**src/rtl/lm75_pkg.sv**
```systemverilog
// Shared types and constants for the LM75 poll sequencer: FSM states,
// LM75 register pointers, I2C command field widths and the default slave address.
package lm75_pkg;
   typedef enum logic [2:0] {
      IDLE, CFG_REQ, CFG_WAIT, POLL_WAIT, RD_REQ, RD_WAIT, FAULT
   } state_t;

   localparam logic [7:0] PTR_TEMP  = 8'h00;
   localparam logic [7:0] PTR_CONF  = 8'h01;
   localparam logic [7:0] PTR_THYST = 8'h02;
   localparam logic [7:0] PTR_TOS   = 8'h03;

   localparam int SLV_W   = 7;
   localparam int REG_W   = 8;
   localparam int DATA_W  = 8;
   localparam int LEN_W   = 2;
   localparam int RDATA_W = 16;
   localparam int TEMP_W  = 9;
   localparam int TMR_W   = 16;

   localparam logic [SLV_W-1:0] DEF_SLV_ADDR = 7'h48;

   // 0 and 1 both collapse to back-to-back polling.
   function automatic logic [TMR_W-1:0] poll_reload(input int cycles);
      return (cycles <= 1) ? '0 : TMR_W'(cycles - 1);
   endfunction
endpackage

```
**src/rtl/lm75_poll_timer.sv**
```systemverilog
// 16-bit down-counter: loads while load is high, otherwise counts down to zero and stops.
module lm75_poll_timer
   import lm75_pkg::*;
(
   input  logic             clk,
   input  logic             rst_n,
   input  logic             load,
   input  logic [TMR_W-1:0] load_val,
   output logic             zero
);
   logic [TMR_W-1:0] cnt;

   always_ff @(posedge clk or negedge rst_n) begin
      if (!rst_n)          cnt <= '0;
      else if (load)       cnt <= load_val;
      else if (cnt != '0)  cnt <= cnt - 1'b1;
   end

   assign zero = (cnt == '0);
endmodule

```
**src/rtl/lm75_poll_sequencer.sv**
```systemverilog
// Sequences I2C master commands for an LM75: one config write, then periodic
// 2-byte temperature reads. Define LM75_ALARM_EN to build the alarm output/comparator.
module lm75_poll_sequencer
   import lm75_pkg::*;
#(
   parameter logic [SLV_W-1:0]     SLV_ADDR    = DEF_SLV_ADDR,
   parameter logic [DATA_W-1:0]    CFG_VALUE   = 8'h00,
   parameter int                   POLL_CYCLES = 50000,
   parameter int                   RETRY_MAX   = 3,
   parameter logic signed [TEMP_W-1:0] TOS     = 9'sd160,
   parameter logic signed [TEMP_W-1:0] THYST   = 9'sd150
) (
   input  logic                clk,
   input  logic                rst_n,
   input  logic                enable,
   output logic                i2c_cmd_valid,
   input  logic                i2c_cmd_ready,
   output logic                i2c_cmd_rw,
   output logic [SLV_W-1:0]    i2c_cmd_slv,
   output logic [REG_W-1:0]    i2c_cmd_reg,
   output logic [DATA_W-1:0]   i2c_cmd_wdata,
   output logic [LEN_W-1:0]    i2c_cmd_len,
   input  logic                i2c_done,
   input  logic                i2c_nack,
   input  logic [RDATA_W-1:0]  i2c_rdata,
   output logic [TEMP_W-1:0]   temp_out,
   output logic                temp_valid,
   output logic                busy,
   output logic                err
`ifdef LM75_ALARM_EN
   ,
   output logic                alarm
`endif
);
   state_t      state;
   logic [3:0]  retries;
   logic        tmr_zero;
   logic        unused_ok;

   logic signed [TEMP_W-1:0] temp_new;
   assign temp_new = $signed(i2c_rdata[RDATA_W-1:RDATA_W-TEMP_W]);

   // Timer holds the reload value everywhere outside POLL_WAIT, so it is
   // already loaded on the first POLL_WAIT cycle.
   lm75_poll_timer u_timer (
      .clk      (clk),
      .rst_n    (rst_n),
      .load     (state != POLL_WAIT),
      .load_val (poll_reload(POLL_CYCLES)),
      .zero     (tmr_zero)
   );

`ifdef LM75_ALARM_EN
   assign unused_ok = ^i2c_rdata[RDATA_W-TEMP_W-1:0];
`else
   assign unused_ok = ^{i2c_rdata[RDATA_W-TEMP_W-1:0], TOS, THYST};
`endif

   always_ff @(posedge clk or negedge rst_n) begin
      if (!rst_n) begin
         state         <= IDLE;
         retries       <= '0;
         i2c_cmd_valid <= 1'b0;
         i2c_cmd_rw    <= 1'b0;
         i2c_cmd_slv   <= SLV_ADDR;
         i2c_cmd_reg   <= '0;
         i2c_cmd_wdata <= '0;
         i2c_cmd_len   <= LEN_W'(1);
         temp_out      <= '0;
         temp_valid    <= 1'b0;
         busy          <= 1'b0;
         err           <= 1'b0;
`ifdef LM75_ALARM_EN
         alarm         <= 1'b0;
`endif
      end else begin
         temp_valid <= 1'b0;
         case (state)
            IDLE: begin
               retries <= '0;
               if (enable) begin
                  state <= CFG_REQ;
                  busy  <= 1'b1;
               end
            end
            CFG_REQ, RD_REQ: begin
               // Once valid is raised it is held until accepted, regardless of enable.
               if (i2c_cmd_valid) begin
                  if (i2c_cmd_ready) begin
                     i2c_cmd_valid <= 1'b0;
                     state         <= (state == RD_REQ) ? RD_WAIT : CFG_WAIT;
                  end
               end else if (!enable) begin
                  state <= IDLE;
                  busy  <= 1'b0;
               end else begin
                  i2c_cmd_valid <= 1'b1;
                  i2c_cmd_rw    <= (state == RD_REQ);
                  i2c_cmd_slv   <= SLV_ADDR;
                  i2c_cmd_reg   <= (state == RD_REQ) ? PTR_TEMP : PTR_CONF;
                  i2c_cmd_wdata <= (state == RD_REQ) ? '0 : CFG_VALUE;
                  i2c_cmd_len   <= (state == RD_REQ) ? LEN_W'(2) : LEN_W'(1);
               end
            end
            CFG_WAIT, RD_WAIT: begin
               if (i2c_done) begin
                  if (i2c_nack) begin
                     if (int'(retries) + 1 >= RETRY_MAX) begin
                        state <= FAULT;
                        busy  <= 1'b0;
                        err   <= 1'b1;
`ifdef LM75_ALARM_EN
                        alarm <= 1'b1;
`endif
                     end else begin
                        retries <= retries + 1'b1;
                        if (!enable) begin
                           state <= IDLE;
                           busy  <= 1'b0;
                        end else begin
                           state <= (state == RD_WAIT) ? RD_REQ : CFG_REQ;
                        end
                     end
                  end else begin
                     retries <= '0;
                     if (!enable) begin
                        state <= IDLE;
                        busy  <= 1'b0;
                     end else begin
                        state <= POLL_WAIT;
                        if (state == RD_WAIT) begin
                           temp_out   <= temp_new;
                           temp_valid <= 1'b1;
`ifdef LM75_ALARM_EN
                           if (temp_new >= TOS)        alarm <= 1'b1;
                           else if (temp_new < THYST)  alarm <= 1'b0;
`endif
                        end
                     end
                  end
               end
            end
            POLL_WAIT: begin
               if (!enable) begin
                  state <= IDLE;
                  busy  <= 1'b0;
               end else if (tmr_zero) begin
                  state <= RD_REQ;
               end
            end
            FAULT: begin
               if (!enable) begin
                  state <= IDLE;
                  err   <= 1'b0;
               end
            end
            default: begin
               state <= IDLE;
               busy  <= 1'b0;
               err   <= 1'b0;
            end
         endcase
      end
   end
endmodule

```
**config.mk**
```make
export PLATFORM = sky130hd
export DESIGN_NAME = lm75_poll_sequencer
export DESIGN_NICKNAME = d
export VERILOG_FILES = /design/src/rtl/lm75_pkg.sv /design/src/rtl/lm75_poll_timer.sv /design/src/rtl/lm75_poll_sequencer.sv
export SDC_FILE = /design/constraint.sdc
export NUM_CORES = 1
export LEC_CHECK = 0
export CAP_MARGIN = 20
export CORE_ASPECT_RATIO = 0.5
export CORE_MARGIN = 2
export CORE_UTILIZATION = 31
export CTS_CLUSTER_DIAMETER = 150
export DETAILED_ROUTE_END_ITERATION = 6
export PLACE_DENSITY_LB_ADDON = 0.12
export REMOVE_ABC_BUFFERS = 1
export SETUP_SLACK_MARGIN = 0.5
export SLEW_MARGIN = 20
export SYNTH_ARGS = -nofsm -noshare
export SYNTH_HDL_FRONTEND = slang
export SYNTH_SLANG_ARGS = --single-unit
```
**constraint.sdc**
```tcl
create_clock -name clk -period 2 [get_ports clk]
set_clock_uncertainty 0.05 [all_clocks]
set_input_delay 0.4 -clock clk [delete_from_list [all_inputs] [get_ports clk]]
set_output_delay 0.4 -clock clk [all_outputs]
set_load 0.02 [all_outputs]
```
After elaboration in Yosys (flattened, before gate mapping):

Cells that the tools add are included.

* register bits after elaboration: 47
* input bits: 22
* word-level logic and storage cells: 91
* output and inout port bits: 39

* mux-type cells: 42
* reduce and logical (&&, ||, !) cells: 14
* bitwise gates (word level): 4
* equality and inequality tests: 16
* add/sub/neg operators: 3
* magnitude comparators: 1

Operators with widths (count)
* 2-to-1 mux 3 bit: 12
* 2-to-1 mux 16 bit: 2
* 2-to-1 mux 1 bit: 19
* zero test 16 bit: 1
* nonzero test 16 bit: 1
* subtractor 16 x 1 -> 16 bit, second input constant: 1
* case mux 3 bit (5 select lines): 1
* 2-to-1 mux 4 bit: 3
* != test 2 bit, second input constant: 6
* AND reduction 5 bit: 2
* == test 3 bit, second input constant: 3
* != test 3 bit, second input constant: 3
* case mux 4 bit (2 select lines): 1
* AND reduction 4 bit: 2
* == test 3 x 2 -> 1 bit, second input constant: 2
* AND reduction 3 bit: 2
* adder 4 x 1 -> 5 bit, second input constant: 1
* >= comparator 5 x 2 -> 1 bit, second input constant: 1
* case mux 1 bit (5 select lines): 1
* adder 4 x 1 -> 4 bit, second input constant: 1
* 2-to-1 mux 2 bit: 2
* inverter 1 bit: 4
* nonzero test 2 bit: 2
* OR reduction 2 bit: 2
* other kinds (5): 5

Depth between registers and ports, before layout:

Gate-level depths: netlist of run 1.

* depth after elaboration: 7
* mapped depth: 7
* gate-level depth less buffers: 7

By module:

From an unflattened synthesis of run 1, not the netlist that was laid out.

* cell total of the unflattened synthesis: 273
* area, all modules: 2488.6 sq um

Modules (own cells, without submodules)
* lm75_poll_sequencer: instances 1, area an instance 1529.0 sq um, cells each 169, sequential area each 576.8 sq um
* lm75_poll_timer: instances 1, area an instance 959.7 sq um, cells each 104, sequential area each 400.4 sq um

Worst setup path after synthesis of run 1:

OpenSTA, ideal clock, no wires.

* kind: reg2reg
* start: register u_timer.cnt[0]
* end: register state[1]
* data arrival time: 1.674 ns
* path slack: 0.151 ns
* required time: 1.825 ns
* buffers on the path: 0
* clock period less this slack: 1.849 ns
* setup time: 0.125 ns
* stages on the path, launching flop included: 8
* path through: dfrtp_1 > inv_1 > ha_1 > nor3b_2 > and3_4 > a21o_4 > nand2_2 > mux2_4

* word-level cells in the longest chain between the ends: 3

Ends and longest elaborated chain
* start: declaration: line lm75_poll_timer.sv:11 `logic [TMR_W-1:0] cnt;`
* start signal: assignment: line lm75_poll_timer.sv:15 `else if (load) cnt <= load_val;`
* start signal: assignment: line lm75_poll_timer.sv:16 `else if (cnt != '0) cnt <= cnt - 1'b1;`
* zero test 16 bit: line lm75_poll_timer.sv:19 `assign zero = (cnt == '0);`
* != test 3 bit (no source line)
* AND reduction 4 bit (no source line)
* end signal: assignment: line lm75_poll_sequencer.sv:91 `state <= (state == RD_REQ) ? RD_WAIT : CFG_WAIT;`
* end signal: assignment: line lm75_poll_sequencer.sv:121 `state <= (state == RD_WAIT) ? RD_REQ : CFG_REQ;`
* end: declaration: line lm75_poll_sequencer.sv:35 `state_t state;`

Every way passes these cells.
A chain may end at the register's enable or synchronous reset.

Final worst setup path of run 1:

* start: register u_timer.cnt[1]
* end: register state[1]

The elaborated chain is that of the path after synthesis.

==> results of run 1 <==
## where the power goes
| group | total (mW) | leakage, nW | switching (mW) | internal [mW] |
|---|---|---|---|---|
| clock | 0.823 | 0.0741 | 0.324 | 0.499 |
| combinational | 1.83 | 1.04 | 0.895 | 0.931 |
| sequential | 1.07 | 0.470 | 0.144 | 0.922 |
| total | 3.72 | 1.58 | 1.36 | 2.35 |
## what timing repair did
item,CTS,global route
cloned,1,0
hold buffers,0,0
setup buffers,18,8
gates resized for setup,71,34
endpoints found under the setup margin,54,38
pin swaps,15,12
## cells by family after synthesis
kind of cell	share of synthesized area
XOR/XNOR	0.0476
flip-flops	0.409
multiplexers	0.0712
buffers and inverters	0.105
other	0.00314
adder cells (fa/ha/maj)	0.0157
AND/OR/NAND/NOR	0.212
AO/OA/AOI/OAI	0.137
## critical path, stage by stage, from the launching register on
cell and delay (ps):
dfrtp_1 380, inv_2 80, ha_4 130, nor3b_2 140
buf_4 160, and3_4 230, a21o_4 160, nand2_4 50
mux2_4 290
## worst max path at each step
stage,start,endpoint,slack (ps),cells after the start
5_1_grt,u_timer.cnt[0],u_timer.cnt[15],110,8
4_1_cts,u_timer.cnt[0],state[1],230,8
2_1_floorplan,state[2],temp_out[0],-270,4
3_5_place_dp,i2c_done,state[1],-80,6
3_3_place_gp,i2c_done,state[1],-70,6
6_report,u_timer.cnt[1],state[1],190,8
## final cells by class
cell class,instances,area [um^2],area share
Tap cell,96,120,0.0343
Timing Repair Buffer,82,702,0.201
Clock inverter,1,8.76,0.00250
Sequential cell,39,985,0.281
Clock buffer,7,143,0.0408
Multi-Input combinational cell,183,1510,0.432
Inverter,8,30.0,0.00858
## placed cells by master, fill, tap and decap left out, types with 3 or more instances in the layout
cell              n
dlygate4sd2_1    16
xor2_1            9
conb_1           22
o21ai_1           6
clkdlybuf4s50_1  11
buf_4            41
o21ai_0           7
o211ai_1          4
a21oi_1           3
nand2_1          13
buf_6            10
dfrtp_2           6
o21ai_4           3
nand2b_1          5
nor2_1           16
dfrtp_1          32
nor3_1            4
nor2_2            3
inv_1             5
mux2_4           12
clkbuf_16         5
xnor2_1           4
nand3_1           6
nor3_2            4
nor2b_1           3
inv_2             3
## layer usage
| layer | up-vias | global-route usage | routed length [um] |
|---|---|---|---|
| li1 | 963 | - | - |
| met1 | 962 | 0.188 | 2740 |
| met2 | 49 | 0.249 | 2810 |
| met3 | 9 | 0.0324 | 166 |
| met4 | 0 | 0.0453 | 80 |
| met5 | - | 0 | 0 |
## through the flow
| step | utilization | total power, mW | setup TNS, ps | hold WS (ps) |
|---|---|---|---|---|
| 6_report | 0.472 | 3.72 | 0 | 127 |
| 5_1_grt | 0.472 | 3.96 | 0 | 183 |
| 4_1_cts | 0.447 | 3.57 | 0 | 148 |
| 3_5_place_dp | 0.385 | 2.41 | -369 | 426 |
| 3_3_place_gp | 0.385 | 2.40 | -512 | 419 |
| 2_1_floorplan | - | 1.84 | -2470 | 54.4 |
==> flow_summary.toml, run 1 <==
[floorplanning]
die_height_um = 66.1
die_area_um2 = 8470
core-area_um2 = 7400
ios = 61
num_rows = 22
initial_core_util = 0.323
die_w_um = 128

[synthesis]
ys_seq_elements = 39
synthCells = 243
synth_area_leader_cell = "dfrtp_1"
synth_common_cells = "dfrtp_1, buf_4, nor2_1"
yosysWarnings = 0
yosysSeqAreaShare = 0.409
synth-edff-count = 0
synth_area_leaders = "dfrtp_1, buf_4, mux2_1, nor2_1, xor2_1"
async_flop_share = 1.00
netlist_area_um2 = 2390
synth_ff_type = "dfrtp_1"
ys_types = 56
synth.avg_cell_area_um2 = 9.84
synth_top_area_frac = 0.398
synth.most_common_cell = "dfrtp_1"

[global_routing]
grt-ovfl-total = 0
track_usage = 0.147
grt_max_degree = 40
grt_pass1_vias = 1977
grt_pass1_wl_mm = 9.68
grt_antenna_before_repair = 0

[placed_design]
post-dp-hpwl_mm = 3.76
port-buffer-count = 31
dpl_cell_area_um2 = 2850
dp.cells = 381
gp_congestion = 0.819
post-place-ws_ps = -76.4

[finish]
nFillCells = 666
layout-drive-gt1-share = 0.400
reg_top3 = "u_timer.cnt x16, temp_out x9, retries x4"
nets = 344
largest_reg_flops = 16
diodes = 0
regMostFlops = "u_timer.cnt"
syn_to_final_growth_pct = 46.3
final_area_um2 = 3500
final_cell_count_no_fill = 416

[clock_network]
cts_sinks = 39
clockBufferDepth = 2
cts_tree = "yes"
clockRootBuffer = "clkbuf_16"
path_clk_slew_ps = 60
htree_levels = 2
clk-insertion-delay-late_ps = 280
numCtsBuffers = 5

[critical_path]
cp_max_fo = 4
reg2regPathDepth = 8
r2r_slack_ps = 190
path_class = "reg -> reg"
cp.required_ps = 2120
r2r_start = "u_timer.cnt[1]"
startpoint_type = "flop"
rr_endpoint = "state[1]"
cp.arrival_ps = 1920
endpoint_kind = "flop"

[sta]
max_slew.worst_pin.slew_ps = 515
report.final.slew_viol_count = 0
fmax_ghz = 0.554
post-route-period-util = 0.903
setup_viol = 0
max_slew_margin = 0.656
finalHoldViolCount = 0
rsz0062_at_grt = "yes"
setup_slack_ps = 194
min_period_ps = 1810

[status]
status = "finished clean"

[routing]
antenna_left = 0
routed_via_density = 4.77
num_vias = 1983
wirelength_mm = 5.80
first_pass_iters = 5
drc = 0
wl_per_cell_um = 13.9
drt_iter0_markers = 132

[hold_path]
hold_class = "in -> async"

[power]
ir_drop_mv = 0.731
p_leak_nw = 1.58
power.density_nw_per_um2 = 1060

[run]
drv_cap = 0
Note: power is estimated with default switching activity, not from simulation.
==> inputs of run 2 (changes only) <==
CTS_CLUSTER_DIAMETER = default   (was 150)
GPL_ROUTABILITY_DRIVEN = 1   (was default)
clock period = 1.46 ns   (was 2 ns; I/O delays follow)
==> flow_summary.toml, run 2 (synthesized netlist as in run 1, its figures left out) <==
[status]
status = "finished, violations left"
violations = "hold timing, setup timing"

[clock_network]
clockBufferDepth = 2
numCtsBuffers = 5
htree_levels = 2
clk-insertion-delay-late_ps = 280
cts_sinks = 39
clockRootBuffer = "clkbuf_16"
cts_tree = "yes"
path_clk_slew_ps = 60

[placed_design]
port-buffer-count = 31
dp.cells = 425
gp_congestion = 0.932
post-dp-hpwl_mm = 4.22
post-place-ws_ps = -512
dpl_cell_area_um2 = 3190

[finish]
layout_common_cells = "buf_4, buf_6, dfrtp_1"
final_cell_count_no_fill = 455
diodes = 0
seq_area_um2 = 983
syn_to_final_growth_pct = 66.9
nFillCells = 664
regMostFlops = "u_timer.cnt"
reg_top3 = "u_timer.cnt x16, temp_out x9, retries x4"
largest_reg_flops = 16
final_common_cell = "buf_4"
post-route-util = 0.539
layout-drive-gt1-share = 0.540
nets = 383
multi_input_area_um2 = 1590
final_area_um2 = 3990

[critical_path]
critPathBufInv = 2
path_class = "reg -> reg"
cp.arrival_ps = 1960
startpoint_type = "flop"
cp.required_ps = 1580
cp_max_fo = 2
max_stage_delay_ps = 390
worstPathCellList = "buf_4 > buf_6 > nor4_4 > nand4_2 > a2111oi_4 > xnor2_1 > nand2_1"
path_delay_family = "simple AND/OR/NAND/NOR gates"
worst_path_max_delay_cell = "dfrtp_1"
endpoint_kind = "flop"

[power]
power.density_nw_per_um2 = 1480
p_leak_nw = 1.78
power_mw = 5.92
ir_drop_mv = 0.698

[floorplanning]
die_w_um = 128
num_rows = 22
initial_core_util = 0.323
core-area_um2 = 7400
die_area_um2 = 8470
die_height_um = 66.1
ios = 61

[sta]
rsz0062_at_grt = "yes"
worst_hold_slack_ps = -151
fmax_ghz = 0.545
min_period_ps = 1840
setup_slack_ps = -376
setup_tns_ps = -9340
finalHoldViolCount = 11
report.final.slew_viol_count = 0
post-route-period-util = 1.26
setup_viol = 34

[routing]
wirelength_mm = 6.18
first_pass_iters = 4
antenna_left = 0
num_vias = 2143
drt_iter0_markers = 109
routed_via_density = 4.71
drc = 0
wl_per_cell_um = 13.6

[global_routing]
track_usage = 0.158
grt-ovfl-total = 0
grt_antenna_before_repair = 0
grt_pass1_wl_mm = 10.5
grt_pass1_vias = 2247
grt_max_degree = 29

[run]
drv_cap = 0

[hold_path]
hold_class = "in -> async"
-- run 2: final timing paths --
kind,cells past startpoint,from,endpoint,slack (ps)
max,7,u_timer.cnt[0],u_timer.cnt[15],-380
min,1,rst_n,retries[0],-150
max reg2reg,7,u_timer.cnt[0],u_timer.cnt[15],-380
min reg2reg,1,err,err,470
max in group asynchronous,2,rst_n,i2c_cmd_len[0],970
min in group clk,1,err,err,470
-- run 2: metal layers --
layer  track usage  up-vias  share of wire
met4        0.0385        0         0.0071
met1         0.197     1055           0.46
met2         0.285       42           0.50
met5             0        -              0
met3        0.0316        5          0.029
li1              -     1041              -
-- run 2: layout make-up --
cell class | instances | share of cell area
clock buffer | 7 | 0.0357
clock inverter | 1 | 0.00219
inverter | 8 | 0.00940
multi-input combinational | 183 | 0.397
sequential | 39 | 0.246
tap | 96 | 0.0301
timing repair buffer | 121 | 0.279
-- run 2: where the power goes --
group	switching (mW)	total, mW	leakage [nW]	internal [mW]
Clock	0.450	1.13	0.0741	0.684
Sequential	0.188	1.45	0.471	1.26
Combinational	1.48	3.34	1.23	1.85
Total	2.12	5.92	1.78	3.80
-- run 2: repair_timing --
item / CTS / global route
buffers inserted: 16 / 5
endpoints found under the hold margin: 11 / 11
pin swaps: 24 / 31
gates resized for setup: 185 / 39
setup endpoints to repair: 56 / 56
cloned: 1 / 0
